--- config.mk ---
export PLATFORM = sky130hd
export DESIGN_NAME = cic3_sample_buffer
export DESIGN_NICKNAME = d
export VERILOG_FILES = /design/src/rtl/cic3_sample_buffer.sv
export SDC_FILE = /design/constraint.sdc
export NUM_CORES = 1
export LEC_CHECK = 0
export ABC_CLOCK_PERIOD_IN_PS = 3250
export CAP_MARGIN = 30
export CORE_MARGIN = 5
export CORE_UTILIZATION = 52
export DETAILED_ROUTE_END_ITERATION = 6
export PLACE_DENSITY_LB_ADDON = 0.12
export SYNTH_ARGS = -nofsm -noshare
export SYNTH_HDL_FRONTEND = slang
export SYNTH_SLANG_ARGS = --single-unit
--- constraint.sdc ---
create_clock -name clk -period 3.25 [get_ports clk]
set_input_delay 0.65 -clock clk [delete_from_list [all_inputs] [get_ports clk]]
set_output_delay 0.65 -clock clk [all_outputs]
set_load 0.03 [all_outputs]
--- src/rtl/cic3_sample_buffer.sv ---
// cic3_sample_buffer
//   Sits behind the CIC3 decimator. It detects each new decimated output word
//   and drops the first DISCARD words after start-up while the filter settles.
//   Each remaining word is converted to a saturated signed OUT_BITS sample.
//   Samples are queued in a first-word-fall-through FIFO, and the consumer
//   reads them with a valid/ready handshake.
//
// Ports
//   clk          modulator-rate clock (same clock as the CIC3)
//   reset_n      asynchronous active-low reset
//   cic_out      CIC3 output word, unsigned, mid-scale = 2^(CIC_BITS-2)
//   cic_div_clk  CIC3 decimated clock; rising edge marks a new cic_out
//   enable       run/stop; low returns to IDLE and flushes the FIFO
//   rd_ready     consumer takes rd_data this cycle
//   clr_ovf      pulse clearing the sticky overflow flag
//   rd_data      signed sample at the FIFO head (0 while empty)
//   rd_valid     FIFO holds at least one sample
//   fifo_count   number of stored samples, 0..DEPTH
//   ovf          sticky: a sample was dropped because the FIFO was full
module cic3_sample_buffer #(
  parameter int CIC_BITS = 25,
  parameter int OUT_BITS = 16,
  parameter int SHIFT    = 8,
  parameter int DEPTH    = 8,
  parameter int DISCARD  = 3
) (
  input  logic                      clk,
  input  logic                      reset_n,
  input  logic [CIC_BITS-1:0]       cic_out,
  input  logic                      cic_div_clk,
  input  logic                      enable,
  input  logic                      rd_ready,
  input  logic                      clr_ovf,
  output logic [OUT_BITS-1:0]       rd_data,
  output logic                      rd_valid,
  output logic [$clog2(DEPTH):0]    fifo_count,
  output logic                      ovf
);

  localparam int AW = $clog2(DEPTH);
  localparam int CW = AW + 1;
  localparam int DW = $clog2(DISCARD + 1);
  localparam int WW = CIC_BITS + 1;

  localparam logic [1:0] ST_IDLE   = 2'd0;
  localparam logic [1:0] ST_SETTLE = 2'd1;
  localparam logic [1:0] ST_RUN    = 2'd2;

  localparam logic signed [WW-1:0] ONE     = {{(WW-1){1'b0}}, 1'b1};
  localparam logic signed [WW-1:0] MID     = ONE <<< (CIC_BITS - 2);
  localparam logic signed [WW-1:0] SAT_MAX = (ONE <<< (OUT_BITS - 1)) - ONE;
  localparam logic signed [WW-1:0] SAT_MIN = -(ONE <<< (OUT_BITS - 1));

  // ---------------------------------------------------------------- edge detect
  logic div_q_reg, div_q2_reg;
  logic new_word, capture;

  always_ff @(posedge clk or negedge reset_n) begin
    if (!reset_n) begin
      div_q_reg  <= 1'b0;
      div_q2_reg <= 1'b0;
    end else begin
      div_q_reg  <= cic_div_clk;
      div_q2_reg <= div_q_reg;
    end
  end

  assign new_word = div_q_reg & ~div_q2_reg;
  // A word arriving while disabled is discarded rather than queued.
  assign capture  = new_word & enable;

  // ------------------------------------------------------------------------ FSM
  logic [1:0]    state_reg;
  logic [DW-1:0] disc_reg;

  always_ff @(posedge clk or negedge reset_n) begin
    if (!reset_n) begin
      state_reg <= ST_IDLE;
      disc_reg  <= '0;
    end else if (!enable) begin
      state_reg <= ST_IDLE;
      disc_reg  <= '0;
    end else begin
      case (state_reg)
        ST_IDLE: begin
          state_reg <= ST_SETTLE;
          disc_reg  <= '0;
        end
        ST_SETTLE: begin
          if (capture) begin
            disc_reg <= disc_reg + DW'(1);
            if (disc_reg == DW'(DISCARD - 1)) state_reg <= ST_RUN;
          end
        end
        ST_RUN:  state_reg <= ST_RUN;
        default: state_reg <= ST_IDLE;
      endcase
    end
  end

  // ----------------------------------------------------------------- conversion
  // Each intermediate is one bit wider than the input, so removing mid-scale
  // cannot wrap. The arithmetic shift rounds toward minus infinity.
  logic signed [WW-1:0] s_val, t_val;
  logic [OUT_BITS-1:0]  sample;

  assign s_val = $signed({1'b0, cic_out}) - MID;
  assign t_val = s_val >>> SHIFT;

  always_comb begin
    sample = t_val[OUT_BITS-1:0];
    if (t_val > SAT_MAX)      sample = SAT_MAX[OUT_BITS-1:0];
    else if (t_val < SAT_MIN) sample = SAT_MIN[OUT_BITS-1:0];
  end

  // ----------------------------------------------------------------------- FIFO
  logic [OUT_BITS-1:0] mem [DEPTH];
  logic [AW-1:0]       wr_ptr_reg, rd_ptr_reg;
  logic [CW-1:0]       count_reg;
  logic                ovf_reg;
  logic                wr_req, full, pop, wr_ok, drop;

  assign wr_req = capture & (state_reg == ST_RUN);
  assign full   = (count_reg == CW'(DEPTH));
  assign pop    = rd_valid & rd_ready;
  // When the FIFO is full, a pop in the same cycle frees the head slot for the new sample.
  assign wr_ok  = wr_req & (~full | pop);
  assign drop   = wr_req & full & ~pop;

  always_ff @(posedge clk or negedge reset_n) begin
    if (!reset_n) begin
      wr_ptr_reg <= '0;
      rd_ptr_reg <= '0;
      count_reg  <= '0;
    end else if (!enable || state_reg == ST_IDLE) begin
      wr_ptr_reg <= '0;
      rd_ptr_reg <= '0;
      count_reg  <= '0;
    end else begin
      if (wr_ok) wr_ptr_reg <= wr_ptr_reg + AW'(1);
      if (pop)   rd_ptr_reg <= rd_ptr_reg + AW'(1);
      if (wr_ok && !pop)      count_reg <= count_reg + CW'(1);
      else if (!wr_ok && pop) count_reg <= count_reg - CW'(1);
    end
  end

  // The storage is not reset. Its contents are only visible through rd_data,
  // and rd_data is gated by rd_valid.
  always_ff @(posedge clk) begin
    if (wr_ok) mem[wr_ptr_reg] <= sample;
  end

  // A drop sets the flag. If a drop and clr_ovf arrive in the same cycle, the drop wins.
  always_ff @(posedge clk or negedge reset_n) begin
    if (!reset_n)     ovf_reg <= 1'b0;
    else if (drop)    ovf_reg <= 1'b1;
    else if (clr_ovf) ovf_reg <= 1'b0;
  end

  assign rd_valid   = (count_reg != '0);
  assign rd_data    = rd_valid ? mem[rd_ptr_reg] : '0;
  assign fifo_count = count_reg;
  assign ovf        = ovf_reg;

endmodule

==> run summary, run 1 <==
The HPWL after detailed placement is 7.30 mm. STA classifies the critical path startpoint as a flip-flop. After detailed routing, the average wire length per cell comes to 20.5 um.

In the final layout, the share of cells above drive strength 1 is 24.2%. The logs give 11,500 um2 for the total core area and 0.763 for the placer congestion estimate. The worst setup path is captured at a primary output. The run gives 0 as the residual overflow from global routing.

VDD sags by at most 0.338 mV. Class of the worst hold path: reg -> reg. The routed layout has 3,171 vias. Power density normalized to cell area: 573 nW/um2.

The run gives 45.1% as the relative max-transition margin. The die is 118 um tall. The first global-routing pass estimated 18.6 mm of wire. Based on the critical path, the design can be clocked at up to 318 MHz. The number of antenna diodes in the final layout is 0. The count of final max-slew check failures was 0; the core utilization of the finished layout was 65.6%. Counting distinct cell types in the post-synthesis netlist gives 37. The clock passes through at most 2 buffers. The count of mapped cells out of synthesis came out at 341. The total DRC errors in the routed layout came out at 0. For the pin with the worst max-slew slack, the measured transition is 0.821 ns.

Clock tree synthesis selected as its root buffer the cell sky130_fd_sc_hd__clkbuf_16. For this run, the number of Yosys warnings is 0. In this run the static leakage power is 0.00254 uW. For this run, asynchronously set or reset flops after synthesis account for 11.7%.

Summing all placed instances gives a cell area of 6940 um2. The ratio of final minimum period to clock period was 96.9%. Die width: 118 um.

Global routing consumed, over all layers together, 17.7% of the routing resources. TritonCTS built the clock tree. The worst setup path is of the reg -> out kind. The floorplan step defined a die boundary enclosing 14,000 um2.

Setup violations remaining at the end of the flow were counted as 0. The via count of the first global-routing pass was 3,384; the number of clock sinks seen by CTS was 145. The largest fanout of any net on the critical path is 12.

Setup slack on the worst reg-to-reg path comes out at 0.58 ns. Counting flops and latches in the post-synthesis netlist gives 145. The run gives 0 as the count of endpoints failing hold in the final timing report. In this run the count of I/O pins placed on the die edge is 53.

The data arrival at the endpoint of the critical path came out at 2.50 ns. The H-tree was split into 4 levels. The clock reaches the later pin of the worst-skew pair after 0.41 ns. The tool flagged a number of max-cap violations equal to 0. Counting tap cells, the placed design contains a total of 537 instances.

The post-detailed-route via-to-cell ratio was 5.58. The area overhead of the layout relative to synthesis is 23.6%. The portion of the post-synthesis area used by sequential elements is 70.1%.

The total negative setup slack is 0 ns, and the post-route clock skew is 0.00951 ns. The detailed router finished its first iteration with 194 violations. The number of buffers created by CTS is 17, and the total nets after synthesis is 384. For this configuration, the core starts out at a cell density of 53.1%. The run gives 35 as the maximum number of pins on one net before global-route repair. After clock tree synthesis, the clock-pin slew on the worst setup and hold paths is 0.06 ns. The average size of a mapped cell is 17.9 um2, and the number of flip-flops under the largest register name is 128. Wires add up to 11.7 mm. The initial antenna violation count was 0.

Port buffering added 44 buffers. The count of cells in the finished layout, fillers not included, comes to 568. The net count of the finished layout is 456. Register with the highest flop count: mem. After routing the design area is 7520 um2. The completed layout was analyzed and its total power is 4310 uW. The post-route antenna net violation count was 0; the final critical delay including setup and external delays was 3.15 ns. The cell area that synthesis handed to floorplanning was 6090 um2. Setup repair after global routing left no endpoint under its margin.

Yosys mapped a number of flops with a built-in enable equal to 128. The run finished with clean final reports. The critical path data required time was 2.60 ns. The number of cell rows is 39. Most common flop cell mapped by yosys: sky130_fd_sc_hd__edfxtp_1. For the number of iterations in the first detailed-routing pass, the log shows 4.
-- cell usage after synthesis (3+ instances only) --
library cell | instances | area (um2)
sky130_fd_sc_hd__nand4_1 | 3 | 18.8
sky130_fd_sc_hd__clkbuf_1 | 5 | 18.8
sky130_fd_sc_hd__nor3_1 | 7 | 35.0
sky130_fd_sc_hd__nand2b_1 | 11 | 68.8
sky130_fd_sc_hd__o21ai_0 | 4 | 20.0
sky130_fd_sc_hd__nand3_1 | 3 | 15.0
sky130_fd_sc_hd__mux4_2 | 32 | 721
sky130_fd_sc_hd__a21o_1 | 3 | 22.5
sky130_fd_sc_hd__nand2_1 | 6 | 22.5
sky130_fd_sc_hd__dfrtp_1 | 17 | 425
sky130_fd_sc_hd__mux2i_1 | 22 | 220
sky130_fd_sc_hd__inv_1 | 13 | 48.8
sky130_fd_sc_hd__ha_1 | 11 | 138
sky130_fd_sc_hd__a21oi_1 | 5 | 25.0
sky130_fd_sc_hd__or2_2 | 11 | 68.8
sky130_fd_sc_hd__nor2b_1 | 5 | 31.3
sky130_fd_sc_hd__edfxtp_1 | 128 | 3840
sky130_fd_sc_hd__nor2_1 | 25 | 93.8
sky130_fd_sc_hd__buf_2 | 6 | 30.0
sky130_fd_sc_hd__xnor2_1 | 3 | 26.3
-- per-stage QoR --
stage                     worst slack (ns)  hold WS, ns
after floorplan                     0.0661        0.354
after global placement               0.247        0.415
after detailed placement             0.185        0.427
after CTS                          0.00716        0.434
after global routing               0.00726        0.454
final                                0.101        0.440
-- power breakdown --
| part | switching [uW] | internal [uW] | leakage, uW |
|---|---|---|---|
| Sequential | 15.7 | 2060 | 0.00136 |
| Clock | 704 | 1190 | 0.000278 |
| Combinational | 197 | 150 | 0.000905 |
-- per-layer routing --
metal | up-vias | share of wire, % | global-route usage [%] | wire, um
met3 | 12 | 4.7 | 4.78 | 548
li1 | 1466 | - | - | -
met5 | - | 0 | 0 | 0
met1 | 1626 | 42 | 23.3 | 4930
met2 | 67 | 52 | 28.9 | 6060
met4 | 0 | 1.0 | 5.59 | 116
-- kinds of logic after synthesis --
kind of cell    Yosys count  share of synthesized area (%)
simple gates             80                           6.93
mux                      55                           15.8
flops                   145                           70.1
xor+xnor                  5                          0.719
compound gates           17                           1.95
fa+ha+maj                12                           2.59
buf+inv                  27                           1.87
-- placed cells by master (no fill, tap or decap), drive strengths merged, types with 2 or more instances in the layout --
cell and instances:
clkinvlp 2, or2 11, nor2 25, edfxtp 128, mux2i 23, mux4 32
nand2b 11, clkdlybuf4s50 40, a21oi 5, a21o 3, nor4 3, buf 22
bufinv 3, nor3 7, o21ai 4, xor2 2, nand3 3, nor2b 5
clkinv 9, and2 3, nand4 3, nand2 6, ha 11, inv 13
dfrtp 17, dlymetal6s2s 4, xnor2 3, clkbuf 18
-- path summary, 6_finish.rpt --
path	startpoint	to	cells past startpoint
worst max register to register	fifo_count[1]$_DFFE_PN0P_	fifo_count[3]$_DFFE_PN0P_	7
min in group asynchronous	reset_n	ovf$_DFFE_PN0P_	1
max in group asynchronous	reset_n	rd_ptr_reg[0]$_DFFE_PN0P_	1
worst max-delay path	fifo_count[1]$_DFFE_PN0P_	rd_data[9]	4
worst min-delay path	div_q_reg$_DFF_PN0_	div_q2_reg$_DFF_PN0_	0
worst min register to register	div_q_reg$_DFF_PN0_	div_q2_reg$_DFF_PN0_	0
-- final cells by class --
type	count	area, um2
tap	143	179
timing repair buffer	66	703
clock inverter	13	145
inverter	14	57.6
sequential	145	4270
clock buffer	18	429
fill	791	3940
multi-input combinational	169	1740
-- timing repair --
item	in CTS	in global routing
setup endpoints to repair	0	4
resized for setup	0	4
endpoints found under the hold margin	0	0
setup buffers	0	0
hold buffers	0	0
-- worst max-delay path, cell delays in order, from the launching register on --
cell	delay, ns
sky130_fd_sc_hd__dfrtp_1	0.47
sky130_fd_sc_hd__nor4_4	0.63
sky130_fd_sc_hd__buf_4	0.31
sky130_fd_sc_hd__nor2_1	0.07
sky130_fd_sc_hd__clkdlybuf4s50_1	0.59
(Power assumes the default switching activity.)
==> run 2: changes to the inputs <==
--- a/config.mk
+++ b/config.mk
@@ -8,4 +8,3 @@
 export ABC_CLOCK_PERIOD_IN_PS = 3250
-export CAP_MARGIN = 30
-export CORE_MARGIN = 5
+export CORE_MARGIN = 1
 export CORE_UTILIZATION = 52
==> constraint.sdc (replaced) <==
create_clock -name clk -period 3.25 [get_ports clk]
set_input_delay 0.975 -clock clk [delete_from_list [all_inputs] [get_ports clk]]
set_output_delay 0.975 -clock clk [all_outputs]
set_load 0.03 [all_outputs]
==> run 2 against run 1 <==
Against the previous run:
- non-clock buffer count up 9
- register-to-register slack better by 0.18 ns
- routed wire length is 0.35% higher
- worst setup slack better by 0.11 ns
- clock skew decreased by 0.0017 ns
- die area decreased by 13%
- combinational power up 2%
- via count rose by 2.6%
- utilization about the same
- largest cell class unchanged
==> run summary, run 2 (same netlist as run 1, synthesis figures left out) <==
The flow ran to the end, and the final reports show no timing, DRC or antenna violations. Start of the worst register-to-register path: fifo_count[1]$_DFFE_PN0P_. The H-tree generated during clock tree synthesis spans 4 levels. Traced cell by cell, the critical path runs through buf_12, mux4_2, mux2i_1, nor2_1, buf_4.

TritonCTS built the clock tree. The register with the most flip-flops in the layout has 128 of them. The number of cell rows came out at 39.

The run gives 12,100 um2 as the floorplan die area. The region available for standard cell placement spans 11,400 um2. The critical path data required time is 2.27 ns, and the number of input and output port buffers inserted is 44. The net switching power figure came out at 918 uW.

For the DRC marker count from the first detailed-route iteration, the log shows 201. In this run the most critical hold path is launched from div_q_reg$_DFF_PN0_. The power density normalized to cell area is 565 nW/um2, and the post-route clock skew is 0.00779 ns.

The tools report the type of element launching the critical path as a flip-flop. The sort of element at the end of the critical path was a primary output. The fraction of final layout cells sized beyond drive strength 1 came out at 29.1%. The first detailed-routing pass ran for 4 iterations. The tools report the number of hold-repair buffers added at the cts stage as 0. The min-delay analysis places its worst path in the category reg -> reg.

Setup violations remaining at the end of the flow were counted as 0. The repair_antennas step left the layout with diodes totalling 0. The overall power of the completed layout came out at 4230 uW.

The count of final max-slew check failures was 0; the post-route antenna net violation count was 0. The area overhead of the layout relative to synthesis was 23.0%; the wire length of the first global-routing pass was 17.9 mm. Summed over all layers, the global routing overflow is 0.

The maximum clock frequency was 329 MHz; the vertical die dimension was 110 um. Cell with the largest stage delay on the worst path: sky130_fd_sc_hd__mux4_2. Per report_power, the combinational group accounts for 8.4% of the total. The maximum number of buffers from clock root to sink is 2, and the die width is 110 um. The part of the power in registers came out at 49.1%. In the layout the commonest cells are sky130_fd_sc_hd__edfxtp_1, sky130_fd_sc_hd__buf_4, sky130_fd_sc_hd__mux4_2. For the finished layout, the period the worst path requires is 3.04 ns.

The worst reg2reg path depth was 7. The logs give 53.3% for the starting density of the core and 145 for the number of clock sinks seen by CTS. Number of ports placed on the die boundary: 53. Most frequent standard cell in the layout excluding fill and tap cells: sky130_fd_sc_hd__edfxtp_1. Setup slack on the worst reg-to-reg path comes out at 0.76 ns.

The run gives 0.775 as the placer congestion estimate. Share of total power consumed by net switching: 21.7%. Per-cell routed wire length: 20.3 um. The end point of the worst hold path is div_q2_reg$_DFF_PN0_.

The total DRC errors in the routed layout is 0, and the biggest cell delay along the critical path is 0.53 ns. The logs give 0.41 ns for the clock latency of the later-clocked register in the worst-skew pair and 3,221 for the via count of the first global-routing pass. The tools report the leakage component of the power as 0.00252 uW. The relative max-transition margin came out at 46.2%. The peak supply drop is 0.366 mV. The worst hold path passes through 0 cells.

The run gives 21.5% as the total routing usage reported by global routing. Summed over all layers, the routed wires come to 11.7 mm. Root buffer selected by CTS: sky130_fd_sc_hd__clkbuf_16. The data arrival at the endpoint of the critical path is 2.07 ns. Setup repair after global routing left no endpoint under its margin. Via total after detailed routing: 3,252. The run gives 25 as the maximum number of pins on one net before global-route repair. The post-detailed-route via-to-cell ratio came out at 5.65. The largest fanout of any net on the critical path came out at 18. By startpoint and endpoint, the worst setup path is classified as reg -> out. The clock transition at the register clock pins on the worst setup and hold paths after CTS is 0.06 ns, and the number of buffers created by CTS is 17. Across the run, the number of max-cap violations was 0. The initial antenna violation count is 0. Summed over all nets, the half-perimeter wirelength after detailed placement is 7.63 mm. For the cell internal power dissipation, the log shows 3310 uW.

The tools report the worst flop-to-flop path endpoint as fifo_count[3]$_DFFE_PN0P_. The count of endpoints failing hold in the final timing report was 0. The tools report the total negative setup slack as 0 ns.

The clock network burns 42.6% of the power. Ranked by flip-flop count, first place goes to mem. The run gives 465 as the number of nets in the layout.

The ratio of final minimum period to clock period was 93.6%; the worst hold slack after final layout was 0.438 ns. The transition time at the pin with the least slew margin works out to 0.804 ns.
## run 2: changes by cell type in the layout (fill, tap and decap cells not counted), sizes merged
| cell | previous run | this run |
|---|---|---|
| buf | 22 | 47 |
| bufinv | 3 | 2 |
| clkbuf | 18 | 17 |
| clkdlybuf4s50 | 40 | 28 |
| dlymetal6s2s | 4 | 0 |
| inv | 13 | 14 |
## run 2: what timing repair did
action	4_1_cts	5_1_grt
setup buffers	0	1
resized for setup	0	1
setup endpoints to repair	0	7
endpoints found under the hold margin	0	0
## run 2: layout make-up
| type | instances | area (um2) |
|---|---|---|
| Inverter | 14 | 57.6 |
| Fill cell | 814 | 3930 |
| Clock buffer | 17 | 425 |
| Multi-Input combinational cell | 169 | 1750 |
| Sequential cell | 145 | 4270 |
| Tap cell | 143 | 179 |
| Timing Repair Buffer | 75 | 683 |
| Clock inverter | 13 | 121 |
## run 2: through the flow
stage | std cells | util, % | instance area [um2] | setup slack, ns
after global placement | 545 | 60.7 | 6930 | 0.0419
after global routing | 576 | 65.6 | 7490 | 0.133
final | 576 | 65.6 | 7490 | 0.207
after floorplan | 341 | - | 6100 | 0.157
after CTS | 575 | 65.5 | 7480 | 0.0156
after detailed placement | 545 | 60.7 | 6930 | 0.0113
## run 2: metal layers
metal / part of all wire, % / track usage (%) / vias to the layer above
met1: 46 / 29.9 / 1677
li1: - / - / 1485
met3: 3.6 / 4.23 / 15
met2: 49 / 33.6 / 75
met4: 1.5 / 8.65 / 0
met5: 0 / 0 / -
## run 2: critical path: cells and delay by family (launching register included)
| kind | cells | cell delay [ns] |
|---|---|---|
| muxes | 2 | 0.75 |
| buffers and inverters | 2 | 0.38 |
| and+or+nand+nor | 1 | 0.07 |
| DFF | 1 | 0.44 |
## run 2: how the worst max path moves through the flow
stage / start / endpoint / slack [ns] / depth (start not counted)
finish: rd_ptr_reg[0]$_DFFE_PN0P_ / rd_data[14] / 0.21 / 5
global route: rd_ptr_reg[0]$_DFFE_PN0P_ / rd_data[14] / 0.13 / 5
CTS: rd_ptr_reg[0]$_DFFE_PN0P_ / rd_data[14] / 0.02 / 5
detailed placement: enable / fifo_count[3]$_DFFE_PN0P_ / 0.01 / 8
global placement: enable / fifo_count[3]$_DFFE_PN0P_ / 0.04 / 8
floorplan: enable / mem[2][0]$_DFFE_PP_ / 0.16 / 4
## run 2: power groups by stage
stage / clock network [uW] / registers, uW / logic [uW]
after floorplan: 0 / 2110 / 216
after global placement: 0 / 2110 / 347
after detailed placement: 0 / 2110 / 356
after CTS: 1830 / 2080 / 357
after global routing: 1900 / 2080 / 390
final: 1800 / 2080 / 355
